**config.mk**
```make
export PLATFORM = sky130hd
export DESIGN_NAME = ack_bus_requester
export DESIGN_NICKNAME = d
export VERILOG_FILES = /design/src/rtl/ack_bus_pkg.sv /design/src/rtl/ack_req_timer.sv /design/src/rtl/ack_bus_requester.sv
export SDC_FILE = /design/constraint.sdc
export NUM_CORES = 1
export LEC_CHECK = 0
export BUFFER_PORTS_ARGS = -buffer_cell sky130_fd_sc_hd__buf_2
export CORE_AREA = 8 8 45 47
export DETAILED_ROUTE_END_ITERATION = 12
export DIE_AREA = 0 0 53 55
export GPL_TIMING_DRIVEN = 1
export SLEW_MARGIN = 40
export SYNTH_ARGS = -nofsm -noshare
export SYNTH_HDL_FRONTEND = slang
export SYNTH_HIERARCHICAL = 1
export SYNTH_SLANG_ARGS = --single-unit
```
**constraint.sdc**
```tcl
create_clock -name clk -period 2.5 [get_ports clk]
set_input_delay 0.5 -clock clk [delete_from_list [all_inputs] [get_ports clk]]
set_output_delay 0.5 -clock clk [all_outputs]
set_load 0.01 [all_outputs]
```
**src/rtl/ack_bus_pkg.sv**
```systemverilog
// Shared ack-bus definitions: source IDs and requester FSM state.
// Used by every requester and by the ack-bus arbiter top.
package ack_bus_pkg;

  localparam logic [1:0] ID_MEM  = 2'b00;
  localparam logic [1:0] ID_SHA  = 2'b01;
  localparam logic [1:0] ID_AES  = 2'b10;
  localparam logic [1:0] ID_CTRL = 2'b11;

  typedef enum logic [1:0] {
    ST_IDLE = 2'b00,
    ST_REQ  = 2'b01,
    ST_GAP  = 2'b10
  } req_state_e;

  function automatic logic id_match(
    input logic [1:0] winner,
    input logic [1:0] self
  );
    return winner == self;
  endfunction

endpackage

```
**src/rtl/ack_req_timer.sv**
```systemverilog
// Grant-wait timer: counts consecutive cycles of active_i.
// Ports: clk, rst (async high), active_i, hit_o (limit reached this cycle).
module ack_req_timer #(
  parameter int TIMEOUT_CYCLES = 255
) (
  input  logic clk,
  input  logic rst,
  input  logic active_i,
  output logic hit_o
);

  localparam int CW = $clog2(TIMEOUT_CYCLES + 1);
  localparam logic [CW-1:0] LIM = CW'(TIMEOUT_CYCLES);
  localparam logic [CW-1:0] PRE = CW'(TIMEOUT_CYCLES - 1);

  logic [CW-1:0] cnt_q;
  logic [CW-1:0] cnt_d;

  // Any inactive cycle (grant or leaving REQ) restarts the count;
  // the count saturates so a long stall never wraps.
  always_comb begin
    cnt_d = '0;
    if (active_i) begin
      cnt_d = (cnt_q == LIM) ? cnt_q : cnt_q + CW'(1);
    end
  end

  assign hit_o = active_i && (cnt_q == PRE);

  always_ff @(posedge clk or posedge rst) begin
    if (rst) begin
      cnt_q <= '0;
    end else begin
      cnt_q <= cnt_d;
    end
  end

endmodule

```
**src/rtl/ack_bus_requester.sv**
```systemverilog
// Per-source ack-bus requester: queues ack pulses, requests the bus,
// delivers one ack per grant with a one-cycle gap between grants.
// Ports: clk, rst (async high), ack_pulse_i, ack_ready_i,
//   winner_source_id_i, ack_event_i, req_o, ack_sent_o, pending_o,
//   overflow_o, proto_err_o, timeout_o.
// Optional: define ACK_REQ_TIMEOUT_EN to enable the grant-wait timer.
module ack_bus_requester
  import ack_bus_pkg::*;
#(
  parameter logic [1:0] SOURCE_ID      = 2'b00,
  parameter int         PEND_W         = 2,
  parameter int         TIMEOUT_CYCLES = 255
) (
  input  logic              clk,
  input  logic              rst,
  input  logic              ack_pulse_i,
  input  logic              ack_ready_i,
  input  logic [1:0]        winner_source_id_i,
  input  logic              ack_event_i,
  output logic              req_o,
  output logic              ack_sent_o,
  output logic [PEND_W-1:0] pending_o,
  output logic              overflow_o,
  output logic              proto_err_o,
  output logic              timeout_o
);

  req_state_e        state_q, state_d;
  logic [PEND_W-1:0] pending_q, pending_d;
  logic              ack_sent_q, ack_sent_d;
  logic              overflow_q, overflow_d;
  logic              proto_err_q, proto_err_d;

  logic in_req;
  logic grant;
  logic full;
  logic push;

  assign in_req = (state_q == ST_REQ);
  assign grant  = in_req && ack_ready_i && ack_event_i
               && id_match(winner_source_id_i, SOURCE_ID);
  assign full   = (pending_q == {PEND_W{1'b1}});
  // At capacity a push is still accepted if a grant frees a slot.
  assign push   = ack_pulse_i && (!full || grant);

  always_comb begin
    state_d     = state_q;
    pending_d   = pending_q + PEND_W'(push) - PEND_W'(grant);
    ack_sent_d  = grant;
    overflow_d  = overflow_q || (ack_pulse_i && !push);
    // READY that is not a valid grant is a protocol violation,
    // whether mismatched in REQ or seen in any other state.
    proto_err_d = proto_err_q || (ack_ready_i && !grant);
    unique case (state_q)
      ST_IDLE: begin
        if (pending_q != '0 || ack_pulse_i) state_d = ST_REQ;
      end
      ST_REQ: begin
        if (grant) state_d = ST_GAP;
      end
      ST_GAP: begin
        state_d = (pending_d != '0) ? ST_REQ : ST_IDLE;
      end
      default: state_d = ST_IDLE;
    endcase
  end

  always_ff @(posedge clk or posedge rst) begin
    if (rst) begin
      state_q     <= ST_IDLE;
      pending_q   <= '0;
      ack_sent_q  <= 1'b0;
      overflow_q  <= 1'b0;
      proto_err_q <= 1'b0;
    end else begin
      state_q     <= state_d;
      pending_q   <= pending_d;
      ack_sent_q  <= ack_sent_d;
      overflow_q  <= overflow_d;
      proto_err_q <= proto_err_d;
    end
  end

  assign req_o       = in_req;
  assign ack_sent_o  = ack_sent_q;
  assign pending_o   = pending_q;
  assign overflow_o  = overflow_q;
  assign proto_err_o = proto_err_q;

`ifdef ACK_REQ_TIMEOUT_EN
  logic timeout_q, timeout_d;
  logic to_hit;

  ack_req_timer #(
    .TIMEOUT_CYCLES(TIMEOUT_CYCLES)
  ) u_timer (
    .clk     (clk),
    .rst     (rst),
    .active_i(in_req && !grant),
    .hit_o   (to_hit)
  );

  always_comb begin
    timeout_d = timeout_q || to_hit;
  end

  always_ff @(posedge clk or posedge rst) begin
    if (rst) begin
      timeout_q <= 1'b0;
    end else begin
      timeout_q <= timeout_d;
    end
  end

  assign timeout_o = timeout_q;
`else
  assign timeout_o = 1'b0;
`endif

endmodule

```
==> flow_summary.json, run 1 <==
{
  "cp_top_family": "simple AND/OR/NAND/NOR gates",
  "fin_nets": 54,
  "yosysSeqAreaShare_pct": 49.30,
  "grtUsageTotal_pct": 6.216,
  "final_core_util_pct": 33.36,
  "power.leakage_nw": 0.2213,
  "setup_ws_ns": 0.3156,
  "p_sw_share_pct": 34.01,
  "hold_viol_final": 0,
  "hold_slack_ns": 0.1657,
  "synth_compound_area_share_pct": 10.21,
  "coreArea_mm2": 0.001384,
  "yosys.area.top_type": "dfrtp_1",
  "finalClockSkew_ns": 0.0004257,
  "vdd.ir_drop.worst_mv": 0.3752,
  "synth_cell_types": 15,
  "dp_hpwl_um": 566.9,
  "total_power_uw": 428.5,
  "clock_latency_ns": 0.25,
  "dr.pass1.iters": 3,
  "synth_simple_gate_area_share_pct": 19.01,
  "layout_commonest_cell": "buf_2",
  "crit_slowest_cell": "dfrtp_1",
  "combPwrFrac_pct": 37.3,
  "setup_violations": 0,
  "start_kind": "register",
  "synthMuxAreaShare_pct": 0,
  "status": "complete, no violations",
  "postSynthAreaPerCell_um2": 12.69,
  "ys_ff_latch": 7,
  "stdcell_count": 60,
  "slew_violations": 0,
  "cts_buffers": 3,
  "p_seq_share_pct": 39.1,
  "io_pins": 14,
  "yosys.area.top_type_share_pct": 49.30,
  "end_kind": "register",
  "place_congestion": 0.6639,
  "maxCapViolations": 0,
  "crit_type": "register to register",
  "die_h_um": 55,
  "tns_ns": 0,
  "grt_pass1_wl_um": 1242,
  "worst_ep_arrival_time_ns": 2.31,
  "internal-power_uw": 282.7,
  "antenna_left": 0,
  "place_area_um2": 435.4,
  "crit_top_cell": "ha_1",
  "ys_warn_count": 6,
  "final_area_um2": 461.7,
  "synth_xor_area_share_pct": 7.042,
  "synth_nets": 37,
  "hp-class": "primary input to async pin",
  "cts.clk_slew.worst_paths_ns": 0.05,
  "cts_max_level": 1,
  "final_cell_mix": "buf_2 (12), dfrtp_1 (7), inv_1 (4)",
  "clock_sinks": 7,
  "layout-drive-gt1-share_pct": 47.73,
  "area_growth_pct": 29.93,
  "wl_per_cell_um": 11.52,
  "syn_area_um2": 355.3,
  "rsz0062_at_grt": "false",
  "synth_top_family_by_area": "simple AND/OR/NAND/NOR gates",
  "dp_slack_ns": 0.2539,
  "ctsHoldBuffers": 0,
  "finalCriticalPeriod_ns": 2.184,
  "dieArea_mm2": 0.002915,
  "antenna_found_initial": 0,
  "grt_pass1_vias": 281,
  "worstPathRequired_ns": 2.62,
  "drt_iter0_drc": 2,
  "clockBufferDepth": 2,
  "synth_cells": 28,
  "dp.cells": 56,
  "grt_max_degree": 8,
  "post_cts_buffers": 0,
  "grt-ovfl-total": 0,
  "synthAdderAreaFrac_pct": 7.042,
  "viasPerCell": 4.300,
  "critPathBufInv": 2,
  "rows": 14,
  "fin_crit_sh_pct": 87.38,
  "wl_um": 691,
  "vias": 258,
  "clockRootBuffer": "clkbuf_4",
  "max_freq_mhz": 457.8,
  "drc_errors": 0,
  "power_switching_uw": 145.7,
  "start_util_pct": 25.68,
  "antenna_cells": 0,
  "slowest_delay_ns": 0.38,
  "die_w_um": 53,
  "post_cts_resized": 0,
  "cts_tree": "built",
  "synth_area_leaders": "dfrtp_1 (49%), ha_1 (7.0%), xor3_2 (7.0%)",
  "p_clk_share_pct": 23.5,
  "pwr_density_cell_mw_per_mm2": 928.1,
  "io_buffer_count": 12,
  "crit_chain": "nand2b_2, nor4_4, buf_4, ha_1, inv_1, ha_1, xor3_2, nor3b_2, o32ai_2",
  "cp_max_fo": 5
}
==> metal layers <==
layer | share of wire [%] | vias to the layer above | global-route usage [%]
met2 | 33 | 14 | 7.227
met1 | 51 | 118 | 7.430
met3 | 15 | 0 | 5.080
met5 | 0 | - | 0
met4 | 0 | 0 | 3.879
li1 | - | 126 | -
==> state kept, by name, summed over array words and instances, names as in the netlist <==
register and flops:
ack_sent_o 1, state_q 2, proto_err_o 1, overflow_o 1, pending_o 2
==> path summary, 6_finish.rpt <==
check	from	to	slack [ns]	depth (start not counted)
setup / recovery	state_q[1]	state_q[0]	0.32	9
hold / removal	rst	proto_err_o	0.17	2
setup reg to reg	state_q[1]	state_q[0]	0.32	9
hold reg to reg	overflow_o	overflow_o	0.47	1
max in group asynchronous	rst	pending_o[0]	2.13	2
min in group clk	winner_source_id_i[0]	state_q[1]	0.46	2
==> kinds of logic after synthesis <==
kind of cell	Yosys count
flip-flops	7
AO/OA/AOI/OAI	4
AND/OR/NAND/NOR	8
buffers and inverters	5
adder cells (fa/ha/maj)	2
other	1
XOR/XNOR	1
==> power by group through the flow <==
stage | combinational [mW] | sequential, mW | clock [mW]
global placement | 0.162 | 0.171 | 0
CTS | 0.163 | 0.168 | 0.106
detailed placement | 0.163 | 0.170 | 0
finish | 0.160 | 0.168 | 0.101
floorplan | 0.106 | 0.176 | 0
global route | 0.179 | 0.175 | 0.115
==> cells in the mapped netlist <==
master / instances
buf_4: 1
conb_1: 1
dfrtp_1: 7
ha_1: 2
inv_1: 4
nand2_1: 2
nand2b_2: 1
nand3_1: 1
nor3b_2: 1
nor4_1: 2
nor4_4: 1
o21ai_0: 1
o21bai_1: 2
o32ai_2: 1
xor3_2: 1
==> worst reg2reg max path, delay by kind of cell (launching register included) <==
kind	cells	cell delay, ns
AOI/OAI and AO/OA	1	0.10
and+or+nand+nor	3	0.70
xor gates and xnor gates	1	0.26
buffers and inverters	2	0.26
adders and majority gates	2	0.37
DFF	1	0.38
==> layout make-up <==
cell class	instances	area (um^2)
fill	139	922.1
sequential	7	175.2
multi-input combinational	16	157.7
timing repair buffer	13	67.56
clock buffer	4	26.28
tap	16	20.02
inverter	4	15.01
(Power assumes the default switching activity.)
==> inputs of run 2 (changes only) <==
--- a/config.mk
+++ b/config.mk
@@ -6,10 +6,13 @@
 export NUM_CORES = 1
 export LEC_CHECK = 0
 export BUFFER_PORTS_ARGS = -buffer_cell sky130_fd_sc_hd__buf_2
-export CORE_AREA = 8 8 45 47
+export CELL_PAD_IN_SITES_DETAIL_PLACEMENT = 2
+export CELL_PAD_IN_SITES_GLOBAL_PLACEMENT = 2
+export CORE_MARGIN = 8
+export CORE_UTILIZATION = 26
 export DETAILED_ROUTE_END_ITERATION = 12
-export DIE_AREA = 0 0 53 55
 export GPL_TIMING_DRIVEN = 1
+export PLACE_DENSITY_LB_ADDON = 0.1
 export SLEW_MARGIN = 40
 export SYNTH_ARGS = -nofsm -noshare
 export SYNTH_HDL_FRONTEND = slang
==> run 2 against run 1 <==
First-iteration DRC count unchanged. Global-route usage increased by 1.0 points. Flip-flop and latch count unchanged. Clock power about the same. Critical endpoint unchanged.
==> flow_summary.json, run 2 (synthesized netlist as in run 1, its figures left out) <==
{
  "cts_tree": "built",
  "stdcell_count": 59,
  "post_cts_resized": 0,
  "hp-class": "primary input to async pin",
  "hold_viol_final": 0,
  "critPathBufInv": 1,
  "drc_errors": 0,
  "wl_per_cell_um": 14.58,
  "vias": 271,
  "io_pins": 14,
  "post_cts_buffers": 0,
  "clock_latency_ns": 0.25,
  "cts_max_level": 1,
  "end_kind": "register",
  "io_buffer_count": 12,
  "place_area_um2": 434.2,
  "fin_nets": 54,
  "slew_violations": 0,
  "pwr_density_cell_mw_per_mm2": 941.9,
  "clockRootBuffer": "clkbuf_4",
  "top_usage_layer": "met2",
  "antenna_cells": 0,
  "grt_pass1_vias": 324,
  "setup_ws_ns": 0.2118,
  "dp_slack_ns": 0.1170,
  "start_kind": "register",
  "layout_commonest_cell": "buf_2",
  "drt_iter0_drc": 2,
  "final_area_um2": 460.4,
  "grtUsageTotal_pct": 7.223,
  "ctsHoldBuffers": 0,
  "dr.pass1.iters": 2,
  "vdd.ir_drop.worst_mv": 0.4290,
  "use_met3_pct": 3.081,
  "dieArea_mm2": 0.002806,
  "layout-drive-gt1-share_pct": 47.73,
  "clockBufferDepth": 2,
  "grt_pass1_wl_um": 1455,
  "antenna_found_initial": 0,
  "grt-ovfl-total": 0,
  "die_w_um": 52.97,
  "area_growth_pct": 29.58,
  "max_freq_mhz": 437.0,
  "grt.met2_usage_pct": 11.72,
  "tns_ns": 0,
  "place_congestion": 0.6459,
  "total_power_uw": 433.7,
  "clock_sinks": 7,
  "wl_um": 860,
  "final_cell_mix": "buf_2 (12), dfrtp_1 (7), inv_1 (4)",
  "crit_chain": "nand2b_2, nor4_4, o21ai_0, ha_1, inv_1, ha_1, xor3_2, nor3b_2, o32ai_2",
  "cts_buffers": 3,
  "die_h_um": 52.97,
  "finalCriticalPeriod_ns": 2.288,
  "use_met1_pct": 7.705,
  "cp_top_family": "simple AND/OR/NAND/NOR gates",
  "status": "complete, no violations",
  "power.leakage_nw": 0.2213,
  "hold_slack_ns": 0.1816,
  "rsz0062_at_grt": "false",
  "cp_max_fo": 4,
  "grt_max_degree": 8,
  "crit_top_cell": "ha_1",
  "antenna_left": 0,
  "rows": 13,
  "dp.cells": 55,
  "slowest_delay_ns": 0.39,
  "cts.clk_slew.worst_paths_ns": 0.05,
  "worst_ep_arrival_time_ns": 2.41,
  "crit_type": "register to register",
  "finalClockSkew_ns": 0.0006266,
  "coreArea_mm2": 0.001285,
  "viasPerCell": 4.593,
  "crit_slowest_cell": "dfrtp_1",
  "start_util_pct": 27.65,
  "worstPathRequired_ns": 2.62,
  "setup_violations": 0,
  "final_core_util_pct": 35.83,
  "fin_crit_sh_pct": 91.53,
  "maxCapViolations": 0
}
## run 2: cell counts in the layout (fill, tap and decap cells not counted)
Identical to the previous run, type by type.
## run 2: power breakdown
| group | internal [mW] | leakage, nW | switching [mW] | total (mW) |
|---|---|---|---|---|
| Sequential | 0.141 | 0.0787 | 0.0297 | 0.171 |
| Clock | 0.0609 | 0.0150 | 0.0413 | 0.102 |
| Combinational | 0.0809 | 0.128 | 0.0798 | 0.161 |
| Total | 0.283 | 0.221 | 0.151 | 0.434 |
## run 2: final cells by class
| class | instances | area, um^2 |
|---|---|---|
| fill | 145 | 824.5 |
| timing repair buffer | 13 | 67.56 |
| sequential | 7 | 175.2 |
| clock buffer | 4 | 26.28 |
| tap | 15 | 18.77 |
| multi-input combinational | 16 | 157.7 |
| inverter | 4 | 15.01 |
## run 2: final timing paths
check | slack [ns] | start | cells past startpoint | to
worst min register to register | 0.47 | proto_err_o | 1 | proto_err_o
max in group asynchronous | 2.09 | rst | 2 | state_q[0]
worst min-delay path | 0.18 | rst | 2 | overflow_o
worst max-delay path | 0.21 | state_q[1] | 9 | state_q[0]
min in group clk | 0.45 | winner_source_id_i[0] | 2 | state_q[1]
worst max register to register | 0.21 | state_q[1] | 9 | state_q[0]
## run 2: metal layers
layer | up-vias | share of wire, % | wire length (um)
li1 | 128 | - | -
met1 | 128 | 38 | 325
met2 | 12 | 49 | 424
met3 | 3 | 10 | 90
met4 | 0 | 2.2 | 19
met5 | - | 0 | 0
==> inputs of run 3 (changes only) <==
--- a/config.mk
+++ b/config.mk
@@ -5,11 +5,12 @@
 export SDC_FILE = /design/constraint.sdc
 export NUM_CORES = 1
 export LEC_CHECK = 0
+export ABC_AREA = 1
 export BUFFER_PORTS_ARGS = -buffer_cell sky130_fd_sc_hd__buf_2
 export CELL_PAD_IN_SITES_DETAIL_PLACEMENT = 2
 export CELL_PAD_IN_SITES_GLOBAL_PLACEMENT = 2
 export CORE_MARGIN = 8
-export CORE_UTILIZATION = 26
+export CORE_UTILIZATION = 24
 export DETAILED_ROUTE_END_ITERATION = 12
 export GPL_TIMING_DRIVEN = 1
 export PLACE_DENSITY_LB_ADDON = 0.1
==> run 3 against run 2 <==
Non-clock buffer count decreased by 1. Sequential share of layout area decreased by 0.41 points. Cell area up 1.1%. Clock power hardly changed. Critical endpoint unchanged. Largest power group unchanged.
==> flow_summary.json, run 3 <==
{
  "antenna_found_initial": 0,
  "synth_area_leaders": "dfrtp_1 (48%), nand2_1 (10%), inv_1 (9.2%)",
  "rows": 14,
  "cts.clk_slew.worst_paths_ns": 0.05,
  "yosysSeqAreaShare_pct": 47.78,
  "viasPerCell": 4.219,
  "use_met1_pct": 8.629,
  "vias": 308,
  "die_h_um": 55.09,
  "worst_ep_arrival_time_ns": 2.04,
  "power.leakage_nw": 0.2627,
  "crit_chain": "nor2_4, nand4_4, inv_1, o21ai_1, ha_1, inv_1, ha_1, nor2_1, nand3_1, nand2_1, nand2_1",
  "antenna_cells": 0,
  "pwr_density_cell_mw_per_mm2": 892.8,
  "clock_latency_ns": 0.25,
  "coreArea_mm2": 0.001471,
  "synth_top_family_by_area": "simple AND/OR/NAND/NOR gates",
  "layout-drive-gt1-share_pct": 31.58,
  "io_pins": 14,
  "hold_viol_final": 0,
  "finalClockSkew_ns": 0.001283,
  "start_kind": "register",
  "cts_buffers": 3,
  "stdcell_count": 73,
  "dr.pass1.iters": 1,
  "syn_area_um2": 366.6,
  "rsz0062_at_grt": "false",
  "hp-class": "primary input to async pin",
  "synth_nets": 51,
  "tns_ns": 0,
  "synthAdderAreaFrac_pct": 6.826,
  "synthMostInstantiatedCell": "nand2_1",
  "use_met3_pct": 3.743,
  "yosys.area.top_type": "dfrtp_1",
  "wl_per_cell_um": 12.78,
  "crit_type": "register to register",
  "ctsHoldBuffers": 0,
  "clock_sinks": 7,
  "async_reset_ff_share_pct": 100.0,
  "crit_slowest_cell": "dfrtp_1",
  "slew_violations": 0,
  "ys_ff_latch": 7,
  "dp_hpwl_um": 802.1,
  "post_cts_buffers": 0,
  "synth_simple_gate_area_share_pct": 26.96,
  "setup_violations": 0,
  "drt_iter0_drc": 0,
  "top_usage_layer": "met2",
  "postSynthAreaPerCell_um2": 8.729,
  "dieArea_mm2": 0.003034,
  "setup_ws_ns": 0.5983,
  "wl_um": 933,
  "clockRootBuffer": "clkbuf_4",
  "cts_tree": "built",
  "area_growth_pct": 26.96,
  "grt-ovfl-total": 0,
  "grtUsageTotal_pct": 7.354,
  "synth_cells": 42,
  "slowest_delay_ns": 0.41,
  "ys_top_cells_by_count": "nand2_1 (10), inv_1 (9), dfrtp_1 (7), nor2_1 (3)",
  "synth_xor_area_share_pct": 0,
  "finalCriticalPeriod_ns": 1.902,
  "dp_slack_ns": 0.3280,
  "die_w_um": 55.09,
  "max_freq_mhz": 525.9,
  "maxCapViolations": 0,
  "worstPathRequired_ns": 2.64,
  "status": "complete, no violations",
  "layout_commonest_cell": "buf_2",
  "synthFlopType": "dfrtp_1",
  "place_congestion": 0.6657,
  "dp.cells": 69,
  "grt_max_degree": 8,
  "grt_pass1_vias": 364,
  "yosys.area.top_type_share_pct": 47.78,
  "synth_cell_types": 15,
  "synth_edf_count": 0,
  "fin_nets": 67,
  "fin_crit_sh_pct": 76.07,
  "io_buffer_count": 12,
  "ys_warn_count": 6,
  "synthMuxAreaShare_pct": 0,
  "grt.met2_usage_pct": 10.82,
  "synth_compound_area_share_pct": 5.119,
  "vdd.ir_drop.worst_mv": 0.3439,
  "clockBufferDepth": 2,
  "cp_max_fo": 5,
  "grt_pass1_wl_um": 1580,
  "end_kind": "register",
  "antenna_left": 0,
  "start_util_pct": 24.91,
  "post_cts_resized": 0,
  "final_cell_mix": "buf_2 (12), nand2_1 (10), inv_1 (9)",
  "drc_errors": 0,
  "cts_max_level": 1
}
==> run 3: layout make-up <==
cell class	instances	area [um^2]
well taps	16	20.02
multi-input cells	24	146.4
fillers	185	1006
clock buffers	4	26.28
repair buffers	12	60.06
flip-flops and latches	7	175.2
inverters	10	37.54
==> run 3: path summary, 6_finish.rpt <==
path / startpoint / end / slack [ns] / cells past startpoint
worst max-delay path: state_q[1] / state_q[0] / 0.60 / 11
worst min-delay path: rst / pending_o[0] / 0.17 / 2
worst max register to register: state_q[1] / state_q[0] / 0.60 / 11
worst min register to register: proto_err_o / proto_err_o / 0.45 / 1
max in group asynchronous: rst / ack_sent_o / 2.11 / 2
min in group clk: proto_err_o / proto_err_o / 0.45 / 1
==> run 3: layer usage <==
layer / up-vias / routed length, um
li1: 156 / -
met2: 11 / 420
met3: 2 / 86
met1: 139 / 409
met4: 0 / 17
met5: - / 0
==> run 3: critical path, delay by kind of cell, from the launching register on <==
family | cells | cell delay, ns
AOI/OAI and AO/OA | 1 | 0.07
adders and majority gates | 2 | 0.55
buffers and inverters | 2 | 0.17
DFF | 1 | 0.41
and+or+nand+nor | 6 | 0.60
==> run 3: kinds of logic (layout without fill, tap and decap cells) <==
kind of cell               Yosys count  in the layout
AOI/OAI and AO/OA                    3              3
DFF                                  7              7
adders and majority gates            2              2
other                                1              1
buffers and inverters               11             26
and+or+nand+nor                     18             18
==> run 3: stage by stage <==
stage	utilization (%)	area (um^2)	hold slack [ns]	total power [mW]
final	31.63	465.4	0.1749	0.4156
after global routing	31.63	465.4	0.1892	0.4600
after CTS	31.63	465.4	0.1836	0.4301
after detailed placement	29.85	439.2	0.4465	0.3207
after global placement	29.85	439.2	0.4346	0.3139
after floorplan	-	366.6	0.3034	0.2640
==> run 3: power by group <==
part / internal, mW / switching [mW]
clock network: 0.0609 / 0.0409
registers: 0.139 / 0.0228
logic: 0.0611 / 0.0912
